--- src/rtl/beeb_host_bus_if.sv ---
// 6502-socket bus between the accelerator (master) and the BBC Micro
// motherboard model (slave). The slave owns Phi0 and the read-data drive.
interface beeb_host_bus_if;
  logic        Phi0;
  logic [15:0] Addr;
  logic        R_W_n;
  logic [7:0]  Data_in;
  logic [7:0]  Data_out;
  logic        Data_oe;

  modport master (
    input  Phi0, Data_out, Data_oe,
    output Addr, R_W_n, Data_in
  );

  modport slave (
    output Phi0, Data_out, Data_oe,
    input  Addr, R_W_n, Data_in
  );
endinterface

--- src/rtl/beeb_host_bus.sv ---
// Motherboard end of the 6502 socket bus. Generates Phi0 from cpu_clk,
// latches the bus address on the Phi0 rising edge, stretches FC00-FEFF
// accesses to 1 MHz and serves reads/writes against a synchronous memory.
module beeb_host_bus #(
  parameter int CLK_PER_PHASE  = 16,
  parameter int STRETCH_PHASES = 2,
  parameter int DATA_HOLD      = 2
) (
  input  logic              cpu_clk,
  input  logic              Res_n,
  beeb_host_bus_if.slave    bus,
  output logic [15:0]       mem_A,
  output logic              mem_we,
  output logic [7:0]        mem_D_wr,
  input  logic [7:0]        mem_D_rd,
  output logic              io_cycle,
  output logic              cycle_done
);
  localparam int CW     = (CLK_PER_PHASE > 1) ? $clog2(CLK_PER_PHASE) : 1;
  localparam int SW     = (STRETCH_PHASES > 1) ? $clog2(STRETCH_PHASES) : 1;
  localparam int HW     = $clog2(DATA_HOLD + 1) + 1;
  localparam int RD_LAT = 2;  // clocks from Phi0 rise to read-data capture

  typedef enum logic [1:0] {LOW, HIGH, STRETCH} state_t;

  state_t          state, state_nx;
  logic [CW-1:0]   ph_cnt, ph_cnt_nx;
  logic [SW-1:0]   st_cnt, st_cnt_nx;
  logic            ph_tc, rise, fall;

  logic            phi0;
  logic [7:0]      data_out;
  logic            data_oe;
  logic            rw_l;
  logic [HW-1:0]   hold_cnt;
  logic [RD_LAT-1:0] vld_pipe;  // vld_pipe[i] high i+1 clocks after the rise

  assign bus.Phi0     = phi0;
  assign bus.Data_out = data_out;
  assign bus.Data_oe  = data_oe;

  assign ph_tc = (ph_cnt == CW'(CLK_PER_PHASE - 1));

  // Phase sequencer: LOW -> HIGH -> (STRETCH for I/O pages) -> LOW, no idle gap.
  always_comb begin
    state_nx  = state;
    ph_cnt_nx = ph_tc ? '0 : ph_cnt + CW'(1);
    st_cnt_nx = st_cnt;
    rise      = 1'b0;
    fall      = 1'b0;
    case (state)
      LOW: begin
        if (ph_tc) begin
          state_nx = HIGH;
          rise     = 1'b1;
        end
      end
      HIGH: begin
        if (ph_tc) begin
          st_cnt_nx = '0;
          if (io_cycle && (STRETCH_PHASES > 0)) begin
            state_nx = STRETCH;
          end else begin
            state_nx = LOW;
            fall     = 1'b1;
          end
        end
      end
      STRETCH: begin
        if (ph_tc) begin
          if (st_cnt == SW'(STRETCH_PHASES - 1)) begin
            state_nx = LOW;
            fall     = 1'b1;
          end else begin
            st_cnt_nx = st_cnt + SW'(1);
          end
        end
      end
      default: state_nx = LOW;
    endcase
  end

  // State, phase counters and the registered Phi0 (high in HIGH and STRETCH).
  always_ff @(posedge cpu_clk) begin
    if (!Res_n) begin
      state  <= LOW;
      ph_cnt <= '0;
      st_cnt <= '0;
      phi0   <= 1'b0;
    end else begin
      state  <= state_nx;
      ph_cnt <= ph_cnt_nx;
      st_cnt <= st_cnt_nx;
      phi0   <= (state_nx != LOW);
    end
  end

  // Bus cycle datapath: latch at the rise, read capture at rise+2, write
  // strobe and end-of-cycle pulse on the clock after the fall.
  always_ff @(posedge cpu_clk) begin
    if (!Res_n) begin
      vld_pipe   <= '0;
      mem_A      <= '0;
      rw_l       <= 1'b1;
      io_cycle   <= 1'b0;
      mem_we     <= 1'b0;
      mem_D_wr   <= '0;
      cycle_done <= 1'b0;
      data_out   <= '0;
      data_oe    <= 1'b0;
      hold_cnt   <= '0;
    end else begin
      vld_pipe   <= {vld_pipe[RD_LAT-2:0], rise};
      mem_we     <= 1'b0;
      cycle_done <= 1'b0;

      if (rise) begin
        mem_A    <= bus.Addr;
        rw_l     <= bus.R_W_n;
        // FF page holds the vectors/ROM and runs at full speed.
        io_cycle <= (bus.Addr[15:8] >= 8'hFC) && (bus.Addr[15:8] <= 8'hFE);
      end

      if (fall) begin
        cycle_done <= 1'b1;
        if (!rw_l) begin
          mem_D_wr <= bus.Data_in;
          // 8000-FBFF and FF00-FFFF are ROM; only RAM and I/O take writes.
          mem_we   <= !(mem_A[15] && !io_cycle);
        end
      end

      // Read drive: a new capture wins over a lingering hold from the last cycle.
      if (vld_pipe[RD_LAT-1] && rw_l) begin
        data_out <= mem_D_rd;
        data_oe  <= 1'b1;
        hold_cnt <= '0;
      end else if (fall && data_oe) begin
        if (DATA_HOLD == 0) data_oe <= 1'b0;
        else                hold_cnt <= HW'(DATA_HOLD);
      end else if (hold_cnt != '0) begin
        hold_cnt <= hold_cnt - HW'(1);
        if (hold_cnt == HW'(1)) data_oe <= 1'b0;
      end
    end
  end
endmodule

--- src/flat_wrapper.sv ---
// flat-port wrapper written by rule: the top's interface ports become plain ports
module beeb_host_bus_flat 
#(
  parameter int CLK_PER_PHASE  = 16,
  parameter int STRETCH_PHASES = 2,
  parameter int DATA_HOLD      = 2
)
  (cpu_clk, Res_n, mem_A, mem_we, mem_D_wr, mem_D_rd, io_cycle, cycle_done, bus_Phi0, bus_Data_out, bus_Data_oe, bus_Addr, bus_R_W_n, bus_Data_in);
  beeb_host_bus_if bus_i ();
  input  logic cpu_clk;
  input  logic Res_n;
  output logic [15:0] mem_A;
  output logic mem_we;
  output logic [7:0] mem_D_wr;
  input  logic [7:0] mem_D_rd;
  output logic io_cycle;
  output logic cycle_done;
  output wire logic [$bits(bus_i.Phi0)-1:0] bus_Phi0;
  output wire logic [$bits(bus_i.Data_out)-1:0] bus_Data_out;
  output wire logic [$bits(bus_i.Data_oe)-1:0] bus_Data_oe;
  input wire logic [$bits(bus_i.Addr)-1:0] bus_Addr;
  input wire logic [$bits(bus_i.R_W_n)-1:0] bus_R_W_n;
  input wire logic [$bits(bus_i.Data_in)-1:0] bus_Data_in;
  assign bus_Phi0 = bus_i.Phi0;
  assign bus_Data_out = bus_i.Data_out;
  assign bus_Data_oe = bus_i.Data_oe;
  assign bus_i.Addr = bus_Addr;
  assign bus_i.R_W_n = bus_R_W_n;
  assign bus_i.Data_in = bus_Data_in;
  beeb_host_bus #(.CLK_PER_PHASE(CLK_PER_PHASE), .STRETCH_PHASES(STRETCH_PHASES), .DATA_HOLD(DATA_HOLD)) u_core (.cpu_clk(cpu_clk), .Res_n(Res_n), .bus(bus_i), .mem_A(mem_A), .mem_we(mem_we), .mem_D_wr(mem_D_wr), .mem_D_rd(mem_D_rd), .io_cycle(io_cycle), .cycle_done(cycle_done));
endmodule
--- config.mk ---
export PLATFORM = sky130hd
export DESIGN_NAME = beeb_host_bus_flat
export DESIGN_NICKNAME = d
export VERILOG_FILES = /design/src/rtl/beeb_host_bus_if.sv /design/src/rtl/beeb_host_bus.sv /design/src/flat_wrapper.sv
export SDC_FILE = /design/constraint.sdc
export NUM_CORES = 1
export LEC_CHECK = 0
export CELL_PAD_IN_SITES_DETAIL_PLACEMENT = 0
export CELL_PAD_IN_SITES_GLOBAL_PLACEMENT = 2
export CORE_AREA = 2 2 77 79
export DETAILED_ROUTE_END_ITERATION = 12
export DIE_AREA = 0 0 79 81
export DONT_BUFFER_PORTS = 1
export PLACE_DENSITY_LB_ADDON = 0.1
export SYNTH_ARGS = -nofsm -noshare
export SYNTH_HDL_FRONTEND = slang
export SYNTH_SLANG_ARGS = --single-unit
--- constraint.sdc ---
create_clock -name cpu_clk -period 5.5 [get_ports cpu_clk]
set_clock_uncertainty 0.15 [all_clocks]
set_input_delay 1.65 -clock cpu_clk [delete_from_list [all_inputs] [get_ports cpu_clk]]
set_output_delay 1.65 -clock cpu_clk [all_outputs]
set_load 0.02 [all_outputs]
Word-level counts from Yosys, hierarchy flattened --
Index checks and enable logic that the tools add are counted.
Operators by class: bitwise gates (word level) 3, multiplexer cells 24, order comparisons 2, eq/ne operators 7, reductions and logical operators 20, add/sub/neg operators 3
Operators with widths (number):
- two-way mux 1 bit | 14
- two-way mux 2 bit | 7
- nonzero test 2 bit | 5
- >= comparator 8 bit, second input constant | 1
- <= comparator 8 bit, second input constant | 1
- != test 2 x 1 -> 1 bit, second input constant | 3
- case mux 2 bit (3 select lines) | 1
- AND reduction 3 bit | 2
- OR reduction 3 bit | 2
- adder 4 x 1 -> 4 bit, second input constant | 1
- == test 4 bit, second input constant | 1
- logical AND 1 bit | 4
- case mux 1 bit (2 select lines) | 2
- OR reduction 2 bit | 2
- == test 3 x 1 -> 1 bit, second input constant | 1
- NOT 1 bit | 3
- nonzero test 3 bit | 1
- subtractor 3 x 1 -> 3 bit, second input constant | 1
- == test 2 x 1 -> 1 bit, second input constant | 1
- == test 2 bit, second input constant | 1
- logical NOT 1 bit | 2
- logical NOT 2 bit | 1
- AND reduction 2 bit | 1
- adder 1 bit, second input constant | 1
Storage, ports and cells: output and inout bits 37, input bits 35, register bits after elaboration 50, word-level logic and storage cells 74

Longest topological paths before layout --
Gate-level depths: netlist of run 1.
depth after elaboration 6, mapped depth 8

Worst setup path after synthesis of run 1 --
No wires, ideal clock.
path type input to register, from input port Res_n, to register u_core.st_cnt, data required time 5.275 ns, library setup time 0.075 ns, arrival 2.339 ns, path buffers 2, path slack 2.936 ns, stages 4, cells stage by stage clkbuf_1 clkbuf_1 nand2_1 o22ai_1
RTL lines:
- start, declared | RTL line flat_wrapper.sv:11 | input logic Res_n;
- end signal, assigned | RTL line beeb_host_bus.sv:93 | st_cnt <= st_cnt_nx;
- end, declared | RTL line beeb_host_bus.sv:28 | logic [SW-1:0] st_cnt, st_cnt_nx;

Worst setup path after layout of run 1 --
from register u_core.io_cycle, to output port io_cycle
RTL lines:
- start, declared | RTL line beeb_host_bus.sv:16 | output logic io_cycle,
- start signal, assigned | RTL line beeb_host_bus.sv:121 | io_cycle <= (bus.Addr[15:8] >= 8'hFC) && (bus.Addr[15:8] <= 8'hFE);
- end, declared | RTL line flat_wrapper.sv:16 | output logic io_cycle;
No word-level cell between the ends.

==> results.py, run 1 <==
metrics = {
    "run_status": {
        "status": "completed",
    },
    "routing": {
        "drc_errors": 0,
        "drt_first_pass_iters": 4,
        "antenna_violating_nets_post_route": 0,
        "vias": 1485,
        "avgViaCountPerCell": 4.967,
        "wl_per_cell_um": 13.80,
        "route.final.wire_length_um": 4127,
        "dr.first_iter.drc_count": 56,
    },
    "clocking": {
        "cts.hold.buffers_added": 0,
        "tritoncts.num_buffers": 5,
        "clock_latency_ns": 0.29,
        "post-cts-setup-buffer-count": 0,
        "cts-htree-levels": 2,
        "cts_max_path_buffers": 2,
        "clkTransAtPathRegs_ns": 0.09,
        "clock-root-buffer": "sky130_fd_sc_hd__clkbuf_8",
        "clock-sinks": 50,
        "cts_tree": "yes",
        "post_cts_resize_count": 0,
    },
    "yosys": {
        "synth.cell_area_um2": 1998,
        "yosysUniqueCellTypes": 37,
        "number_of_storage_elements_in_the_synthesis_netlist": 50,
        "synthesis.instances": 228,
        "yosysSeqAreaShare_pct": 50.09,
        "yosysTopAreaCellShare_pct": 50.09,
        "synthArstFlopShare_pct": 0,
        "synthesis.yosys.warnings": 0,
        "netlist_top_cells_area": "sky130_fd_sc_hd__dfxtp_1, sky130_fd_sc_hd__nand2_1, sky130_fd_sc_hd__a21boi_0",
        "synth_flop_cell": "sky130_fd_sc_hd__dfxtp_1",
        "synth_nets": 268,
        "postSynthAreaPerCell_um2": 8.764,
        "synth_edf_count": 0,
        "netlist.top_cell.by_area": "sky130_fd_sc_hd__dfxtp_1",
    },
    "sta": {
        "finalSetupTns_ns": 0,
        "timing_limited_maximum_frequency_ghz": 0.3785,
        "timing_worst_slew_pin_value_ns": 0.6581,
        "setup_viol": 0,
        "finalMaxSlewViolations": 0,
        "grt_setup_unrepaired": "no",
        "report.final.hold_viol_count": 0,
        "max_slew_margin_pct": 56.09,
        "finalWorstPathRequiredPeriod_ns": 2.642,
        "fraction_of_the_cycle_the_final_worst_path_needs_pct": 48.04,
    },
    "flow_run": {
        "max_cap_viol_count": 0,
    },
    "power_and_ir_drop": {
        "seqPwrFrac_pct": 58.7,
        "comb_power_share_pct": 1.2,
        "pwr_dens_nw_per_um2": 293.7,
        "cellInternalPower_uw": 504.6,
        "switchingPower_uw": 118.2,
        "power.share.switching_pct": 18.97,
        "ir_drop_uv": 100.7,
        "power_leakage_uw": 0.0007156,
        "power.clock.fraction_pct": 40.2,
    },
    "global_route": {
        "grt_antenna_before_repair": 0,
        "grt_pass1_vias": 1487,
        "gr-total-overflow": 0,
        "grt_first_pass_wirelength_um": 6686,
        "maximum_number_of_pins_on_one_net_before_global_route_repair": 57,
        "gr-usage-all-layers_pct": 13.40,
    },
    "critical_path": {
        "worstPathRequired_ns": 3.70,
        "worstPathArrival_ns": 0.84,
        "cp-start-kind": "flop",
        "crit_fanout": 5,
        "crit_path_end_kind": "output pin",
        "timing.setup.critical_path_class": "flop to output pin",
    },
    "finish": {
        "final_nets": 263,
        "final_layout_size_suffix_gt1_share_pct": 5.804,
        "diodes": 0,
        "layout-area-overhead-vs-synth_pct": 6.136,
        "finalNonFillerCells": 299,
    },
    "floorplanning": {
        "fp.dieArea_um2": 6399,
        "initial_core_util_pct": 35.21,
        "design.portCount": 72,
        "core.rowCount": 28,
        "vertical_die_dimension_um": 81,
        "core-area_um2": 5675,
        "die_width_um": 79,
    },
    "place": {
        "placed_cells_incl_taps": 291,
        "detailedPlacementHpwl_um": 2957,
        "globalplace.congestion": 0.6700,
        "port-buffer-count": 0,
    },
    "hold_path": {
        "holdCritPathClass": "flop to flop",
    },
}
## flip-flops by register name, indices dropped and copies added, names as in the netlist
name,flops
u_core.bus.Data_oe,1
u_core.bus.Data_out,8
u_core.bus.Phi0,1
u_core.cycle_done,1
u_core.hold_cnt,3
u_core.io_cycle,1
u_core.mem_A,16
u_core.mem_D_wr,8
u_core.mem_we,1
u_core.ph_cnt,4
u_core.rw_l,1
u_core.st_cnt,1
u_core.state,2
u_core.vld_pipe,2
## through the flow
stage	hold slack (ns)	util [%]	power (uW)	setup WS [ns]	instance area, um^2
after floorplan	0.2619	-	384.6	2.936	1998
after global placement	0.2747	35.49	381.2	3.160	2014
after detailed placement	0.2813	35.49	381.2	3.174	2014
after CTS	0.3070	37.37	634.1	2.831	2121
after global routing	0.3372	37.37	652.3	2.789	2121
final	0.2956	37.37	622.8	2.858	2121
## layer usage
| metal | track usage (%) | vias to the layer above | routed length, um |
|---|---|---|---|
| li1 | - | 753 | - |
| met1 | 14.68 | 688 | 1677 |
| met2 | 23.05 | 38 | 2063 |
| met3 | 5.778 | 6 | 326 |
| met4 | 5.172 | 0 | 59 |
| met5 | 0 | - | 0 |
## cells in the final DEF (no fill, tap or decap)
cell	netlist	routed
sky130_fd_sc_hd__ha_1	5	5
sky130_fd_sc_hd__and4_1	2	2
sky130_fd_sc_hd__a31oi_1	3	3
sky130_fd_sc_hd__o21ai_0	3	3
sky130_fd_sc_hd__nor3_1	1	1
sky130_fd_sc_hd__a21boi_1	2	2
sky130_fd_sc_hd__and2_1	4	4
sky130_fd_sc_hd__o21bai_1	1	1
sky130_fd_sc_hd__o211ai_1	1	1
sky130_fd_sc_hd__nor2_1	5	5
sky130_fd_sc_hd__o31ai_1	1	1
sky130_fd_sc_hd__a211oi_1	1	1
sky130_fd_sc_hd__nand2_2	1	1
sky130_fd_sc_hd__nand2b_1	4	4
sky130_fd_sc_hd__and3_1	3	3
sky130_fd_sc_hd__dfxtp_1	50	50
sky130_fd_sc_hd__nand2_1	69	69
sky130_fd_sc_hd__nand4_1	2	2
sky130_fd_sc_hd__and3_4	1	1
sky130_fd_sc_hd__o21ai_2	2	2
sky130_fd_sc_hd__bufinv_16	0	1
sky130_fd_sc_hd__clkbuf_8	0	5
sky130_fd_sc_hd__nor3b_1	1	1
sky130_fd_sc_hd__o21ai_1	6	6
sky130_fd_sc_hd__nand3_2	2	2
sky130_fd_sc_hd__a21oi_1	3	3
sky130_fd_sc_hd__and2_4	1	1
sky130_fd_sc_hd__a21boi_0	25	25
sky130_fd_sc_hd__inv_1	3	3
sky130_fd_sc_hd__nor2b_1	1	1
sky130_fd_sc_hd__clkbuf_1	6	2
sky130_fd_sc_hd__o22ai_1	1	1
sky130_fd_sc_hd__and4b_1	1	1
sky130_fd_sc_hd__xor2_1	1	1
sky130_fd_sc_hd__nand3_1	10	10
## worst paths after layout
path | startpoint | end | slack [ns] | depth (start not counted)
setup / recovery | u_core.io_cycle | io_cycle | 2.86 | 0
hold / removal | u_core.vld_pipe[0] | u_core.vld_pipe[1] | 0.30 | 1
setup reg to reg | u_core.state[0] | u_core.mem_D_wr[7] | 3.25 | 6
hold reg to reg | u_core.vld_pipe[0] | u_core.vld_pipe[1] | 0.30 | 1
## final cells by class
| class | instances | area [um^2] |
|---|---|---|
| clock buffer | 7 | 76.32 |
| clock inverter | 1 | 30.03 |
| fill | 616 | 3555 |
| inverter | 3 | 11.26 |
| multi-input combinational | 163 | 908.4 |
| sequential | 50 | 1001 |
| tap | 75 | 93.84 |
## power by group through the flow
stage	clock [uW]	sequential, uW	combinational, uW
6_report	250	365	7.20
5_1_grt	278	366	8.10
4_1_cts	261	365	7.28
3_5_place_dp	0	374	7.26
3_3_place_gp	0	374	7.19
2_1_floorplan	0	374	11.1
## logic make-up after synthesis
group	after synthesis	synth area share, %
compound gates	49	16.78
xor+xnor	1	0.4384
flops	50	50.09
simple gates	108	25.11
fa+ha+maj	5	3.131
buf+inv	15	4.446
## cells in the mapped netlist, drive strengths merged, types with 3 or more instances
master and n:
inv 3, and2 5, and3 4, a21boi 27, nand3 12, ha 5
nor2 5, dfxtp 50, a21oi 3, clkbuf 6, a31oi 3, buf 6
nand2b 4, o21ai 11, nand2 70
Power figures use the tool's default switching activity.
==> inputs of run 2 (changes only) <==
--- a/config.mk
+++ b/config.mk
@@ -7,9 +7,9 @@
 export LEC_CHECK = 0
 export CELL_PAD_IN_SITES_DETAIL_PLACEMENT = 0
 export CELL_PAD_IN_SITES_GLOBAL_PLACEMENT = 2
-export CORE_AREA = 2 2 77 79
+export CORE_AREA = 2 2 84 86
 export DETAILED_ROUTE_END_ITERATION = 12
-export DIE_AREA = 0 0 79 81
+export DIE_AREA = 0 0 86 88
 export DONT_BUFFER_PORTS = 1
 export PLACE_DENSITY_LB_ADDON = 0.1
 export SYNTH_ARGS = -nofsm -noshare
==> constraint.sdc (replaced) <==
create_clock -name cpu_clk -period 2.39 [get_ports cpu_clk]
set_clock_uncertainty 0.15 [all_clocks]
set_input_delay 0.717 -clock cpu_clk [delete_from_list [all_inputs] [get_ports cpu_clk]]
set_output_delay 0.717 -clock cpu_clk [all_outputs]
set_load 0.02 [all_outputs]
==> results.py, run 2 (synthesis results as in run 1) <==
metrics = {
    "global_route": {
        "gr-total-overflow": 0,
        "maximum_number_of_pins_on_one_net_before_global_route_repair": 57,
        "gr-usage-all-layers_pct": 11.82,
        "grt_antenna_before_repair": 0,
        "grt_first_pass_wirelength_um": 6955,
        "grt_pass1_vias": 1457,
    },
    "finish": {
        "final_nets": 264,
        "diodes": 0,
        "largest_register_ffs": 16,
        "final_layout_size_suffix_gt1_share_pct": 6.667,
        "layout.filler_cells": 706,
        "mostFrequentLayoutCells": "sky130_fd_sc_hd__nand2_1, sky130_fd_sc_hd__dfxtp_1, sky130_fd_sc_hd__a21boi_0",
        "layout_commonest_cell": "sky130_fd_sc_hd__nand2_1",
        "layout-area-overhead-vs-synth_pct": 6.262,
        "max_flop_register": "u_core.mem_A",
    },
    "floorplanning": {
        "fp.dieArea_um2": 7568,
        "vertical_die_dimension_um": 88,
        "design.portCount": 72,
        "die_width_um": 86,
        "core-area_um2": 6644,
        "core.rowCount": 30,
        "initial_core_util_pct": 30.08,
    },
    "routing": {
        "wl_per_cell_um": 14.60,
        "drc_errors": 0,
        "dr.first_iter.drc_count": 71,
        "avgViaCountPerCell": 4.879,
        "vias": 1488,
        "drt_first_pass_iters": 4,
        "antenna_violating_nets_post_route": 0,
        "route.final.wire_length_um": 4454,
    },
    "clocking": {
        "clock-root-buffer": "sky130_fd_sc_hd__clkbuf_8",
        "cts-htree-levels": 2,
        "cts.hold.buffers_added": 0,
        "clkTransAtPathRegs_ns": 0.09,
        "post-cts-setup-buffer-count": 0,
        "cts_tree": "yes",
        "post_cts_resize_count": 0,
        "clock-sinks": 50,
        "clock_latency_ns": 0.30,
        "cts_max_path_buffers": 2,
        "tritoncts.num_buffers": 5,
    },
    "critical_path": {
        "ff2ff_setup_slack_ns": 0.50,
        "crit_fanout": 17,
        "reg2reg_to": "u_core.mem_D_wr[1]",
        "worst_r2r_path_depth": 7,
        "rr_startpoint": "u_core.state[0]",
        "worstPathRequired_ns": 2.47,
        "worstPathArrival_ns": 1.97,
        "timing.setup.critical_path_class": "flop to flop",
        "cp-start-kind": "flop",
        "crit_path_end_kind": "flop",
    },
    "sta": {
        "grt_setup_unrepaired": "no",
        "report.final.hold_viol_count": 0,
        "setup_viol": 0,
        "fraction_of_the_cycle_the_final_worst_path_needs_pct": 78.97,
        "max_slew_margin_pct": 74.92,
        "finalWorstPathRequiredPeriod_ns": 1.887,
        "timing_worst_slew_pin_value_ns": 0.3757,
        "finalSetupTns_ns": 0,
        "timing_limited_maximum_frequency_ghz": 0.5298,
        "postLayoutSetupSlackWorst_ns": 0.5027,
        "finalMaxSlewViolations": 0,
    },
    "power_and_ir_drop": {
        "cellInternalPower_uw": 1088,
        "pwr_dens_nw_per_um2": 646.4,
        "comb_power_share_pct": 1.2,
        "power.clock.fraction_pct": 37.5,
        "power.share.switching_pct": 20.76,
        "power_leakage_uw": 0.0007175,
        "switchingPower_uw": 284.9,
        "seqPwrFrac_pct": 61.3,
        "ir_drop_uv": 212.9,
    },
    "place": {
        "detailedPlacementHpwl_um": 3215,
        "pre_cts_ws_ns": 0.5321,
        "port-buffer-count": 0,
        "globalplace.congestion": 0.7185,
    },
    "hold_path": {
        "holdCritPathClass": "flop to flop",
        "hold_path_depth": 1,
        "hp-start": "u_core.vld_pipe[0]",
        "hold_path_end": "u_core.vld_pipe[1]",
    },
    "run_status": {
        "status": "completed",
    },
    "flow_run": {
        "max_cap_viol_count": 0,
    },
}
==> run 2: worst max-delay path, stage by stage (launching register included) <==
cell and delay [ns]:
sky130_fd_sc_hd__dfxtp_1 0.41, sky130_fd_sc_hd__inv_1 0.09, sky130_fd_sc_hd__ha_1 0.30, sky130_fd_sc_hd__and4_1 0.27
sky130_fd_sc_hd__and4b_1 0.21, sky130_fd_sc_hd__buf_4 0.22, sky130_fd_sc_hd__nand3_1 0.10, sky130_fd_sc_hd__o21ai_1 0.08
==> run 2: worst max path at each step <==
| stage | start | end | slack (ns) | cells past startpoint |
|---|---|---|---|---|
| 6_report | u_core.state[0] | u_core.mem_D_wr[1] | 0.50 | 7 |
| 5_1_grt | u_core.state[0] | u_core.mem_D_wr[7] | 0.35 | 7 |
| 4_1_cts | u_core.state[0] | u_core.mem_we | 0.51 | 6 |
| 3_5_place_dp | u_core.state[0] | u_core.mem_we | 0.53 | 6 |
| 3_3_place_gp | u_core.state[0] | u_core.mem_we | 0.60 | 6 |
| 2_1_floorplan | u_core.state[0] | u_core.mem_D_wr[0] | 0.61 | 8 |
==> run 2: power groups by stage <==
stage          Sequential (uW)  Combinational, uW  Clock (uW)
6_report                   841               16.6         514
5_1_grt                    842               19.0         567
4_1_cts                    842               16.8         539
3_5_place_dp               861               16.8           0
2_1_floorplan              860               25.5           0
3_3_place_gp               861               16.4           0
==> run 2: routing by layer <==
layer  share of wire, %  global-route usage [%]  vias to the layer above
met5                  0                       0                        -
met4               0.94                   3.896                        0
met3                7.7                   4.713                        4
met2                 50                   20.72                       38
met1                 41                   13.09                      693
li1                   -                       -                      753
==> run 2: metrics by stage <==
stage / total power [uW] / utilization, % / std cells / hold WS (ns) / cell area, um^2
floorplan: 885.1 / - / 228 / 0.2619 / 1998
global placement: 877.0 / 30.53 / 297 / 0.2749 / 2028
detailed placement: 877.8 / 30.53 / 297 / 0.2804 / 2028
CTS: 1397 / 31.96 / 305 / 0.3037 / 2123
global route: 1428 / 31.96 / 305 / 0.3261 / 2123
finish: 1372 / 31.96 / 305 / 0.2921 / 2123
==> run 2: final cells by class <==
cell class                 count  area (um^2)  area share [%]
multi-input combinational    163        908.4           42.78
clock inverter                 1        8.758          0.4125
inverter                       3        11.26          0.5303
tap                           80        100.1           4.714
timing repair buffer           1        7.507          0.3536
sequential                    50         1001           47.14
clock buffer                   7        86.33           4.066
==> inputs of run 3 (changes only) <==
--- a/config.mk
+++ b/config.mk
@@ -7,9 +7,9 @@
 export LEC_CHECK = 0
 export CELL_PAD_IN_SITES_DETAIL_PLACEMENT = 0
 export CELL_PAD_IN_SITES_GLOBAL_PLACEMENT = 2
-export CORE_AREA = 2 2 84 86
+export CORE_AREA = 2 2 79 81
 export DETAILED_ROUTE_END_ITERATION = 12
-export DIE_AREA = 0 0 86 88
+export DIE_AREA = 0 0 81 83
 export DONT_BUFFER_PORTS = 1
 export PLACE_DENSITY_LB_ADDON = 0.1
 export SYNTH_ARGS = -nofsm -noshare
==> constraint.sdc (replaced) <==
create_clock -name cpu_clk -period 1.9 [get_ports cpu_clk]
set_clock_uncertainty 0.15 [all_clocks]
set_input_delay 0.57 -clock cpu_clk [delete_from_list [all_inputs] [get_ports cpu_clk]]
set_output_delay 0.57 -clock cpu_clk [all_outputs]
set_load 0.02 [all_outputs]
==> results.py, run 3 (synthesis results as in run 1) <==
metrics = {
    "global_route": {
        "gr-usage-all-layers_pct": 13.34,
        "grt_pass1_vias": 1488,
        "maximum_number_of_pins_on_one_net_before_global_route_repair": 57,
        "grt_first_pass_wirelength_um": 7065,
        "gr-total-overflow": 0,
        "grt_antenna_before_repair": 0,
    },
    "sta": {
        "grt_setup_unrepaired": "no",
        "setup_viol": 0,
        "timing_worst_slew_pin_value_ns": 0.3279,
        "report.final.hold_viol_count": 0,
        "fraction_of_the_cycle_the_final_worst_path_needs_pct": 95.50,
        "finalSetupTns_ns": 0,
        "finalMaxSlewViolations": 0,
        "max_slew_margin_pct": 78.08,
        "finalWorstPathRequiredPeriod_ns": 1.814,
        "timing_limited_maximum_frequency_ghz": 0.5511,
        "tightest_hold_margin_ns": 0.2123,
    },
    "critical_path": {
        "crit_fanout": 17,
        "crit_path_end_kind": "flop",
        "reg2reg_to": "u_core.mem_D_wr[7]",
        "cp-start-kind": "flop",
        "worst_r2r_path_depth": 7,
        "worstPathRequired_ns": 1.94,
        "timing.setup.critical_path_class": "flop to flop",
        "worstPathArrival_ns": 1.85,
        "ff2ff_setup_slack_ns": 0.09,
        "rr_startpoint": "u_core.state[0]",
    },
    "routing": {
        "vias": 1498,
        "dr.first_iter.drc_count": 74,
        "antenna_violating_nets_post_route": 0,
        "drt_first_pass_iters": 4,
        "route.final.wire_length_um": 4313,
        "wl_per_cell_um": 14.33,
        "drc_errors": 0,
        "avgViaCountPerCell": 4.977,
    },
    "finish": {
        "layout_commonest_cell": "sky130_fd_sc_hd__nand2_1",
        "largest_register_ffs": 16,
        "final_nets": 266,
        "layout-area-overhead-vs-synth_pct": 6.575,
        "mostFrequentLayoutCells": "sky130_fd_sc_hd__nand2_1, sky130_fd_sc_hd__dfxtp_1, sky130_fd_sc_hd__a21boi_0",
        "max_flop_register": "u_core.mem_A",
        "final_layout_size_suffix_gt1_share_pct": 7.965,
        "diodes": 0,
        "post-route-util_pct": 36.62,
        "layout.filler_cells": 641,
    },
    "clocking": {
        "tritoncts.num_buffers": 5,
        "clock-sinks": 50,
        "cts_max_path_buffers": 2,
        "clock-root-buffer": "sky130_fd_sc_hd__clkbuf_8",
        "clock_latency_ns": 0.29,
        "cts-htree-levels": 2,
        "post-cts-setup-buffer-count": 0,
        "cts.hold.buffers_added": 0,
        "cts_tree": "yes",
        "clkTransAtPathRegs_ns": 0.08,
    },
    "floorplanning": {
        "initial_core_util_pct": 34.36,
        "fp.dieArea_um2": 6723,
        "vertical_die_dimension_um": 83,
        "core.rowCount": 28,
        "die_width_um": 81,
        "core-area_um2": 5816,
        "design.portCount": 72,
    },
    "power_and_ir_drop": {
        "power_leakage_uw": 0.0007196,
        "pwr_dens_nw_per_um2": 775.9,
        "finalPower_uw": 1652,
        "ir_drop_uv": 274.8,
    },
    "hold_path": {
        "hold_path_end": "u_core.rw_l",
        "holdCritPathClass": "primary input to flop",
        "hold_path_depth": 1,
        "hp-start": "Res_n",
    },
    "place": {
        "detailedPlacementHpwl_um": 3027,
        "port-buffer-count": 0,
        "globalplace.congestion": 0.6898,
    },
    "run_status": {
        "status": "completed",
    },
    "flow_run": {
        "max_cap_viol_count": 0,
    },
}
## run 3: worst max path at each step
stage | to | slack, ns | start
finish | u_core.mem_D_wr[7] | 0.09 | u_core.state[0]
global route | u_core.mem_D_wr[5] | 0.009 | u_core.state[0]
CTS | u_core.mem_D_wr[7] | 0.03 | u_core.state[0]
detailed placement | u_core.mem_D_wr[7] | 0.06 | u_core.state[0]
global placement | u_core.mem_we | 0.11 | u_core.state[0]
floorplan | u_core.mem_D_wr[0] | 0.12 | u_core.state[0]
## run 3: where the power goes
part           switching, uW  total [uW]  internal, uW  leakage, uW
registers               5.96        1060          1050     0.000404
logic                   6.97        21.4          14.4     0.000277
clock network            319         573           254    0.0000383
## run 3: cell type report
type                    count  area [um^2]  share of cell area [%]
well taps                  75        93.84                   4.407
repair buffers              3        35.03                   1.645
multi-input cells         163        909.6                   42.71
flip-flops and latches     50         1003                   47.12
clock buffers               7        76.32                   3.584
inverters                   3        11.26                  0.5288
## run 3: worst max-delay path: stages, from the launching register on
cell,delay (ns)
sky130_fd_sc_hd__dfxtp_2,0.37
sky130_fd_sc_hd__inv_1,0.07
sky130_fd_sc_hd__ha_1,0.30
sky130_fd_sc_hd__and4_1,0.24
sky130_fd_sc_hd__and4b_2,0.27
sky130_fd_sc_hd__buf_12,0.15
sky130_fd_sc_hd__nand3_1,0.08
sky130_fd_sc_hd__o21ai_1,0.07
## run 3: stage by stage
step	setup WS [ns]	cell area, um^2	instances
floorplan	0.1195	1998	228
CTS	0.02918	2126	301
finish	0.08551	2130	301
global placement	0.1135	2049	294
global route	0.008600	2130	301
detailed placement	0.05925	2049	294
## run 3: what timing repair did
action                     4_1_cts  5_1_grt
hold endpoints to repair         0        0
setup endpoints to repair        0        9
gates resized for setup          0        3
## run 3: metal layers
layer  part of all wire (%)  vias to the layer above  track usage, %
met5                      0                        -               0
met4                    1.9                        0           5.239
met3                    7.3                        8           5.326
met2                     49                       39           22.46
met1                     42                      693           14.76
li1                       -                      758               -
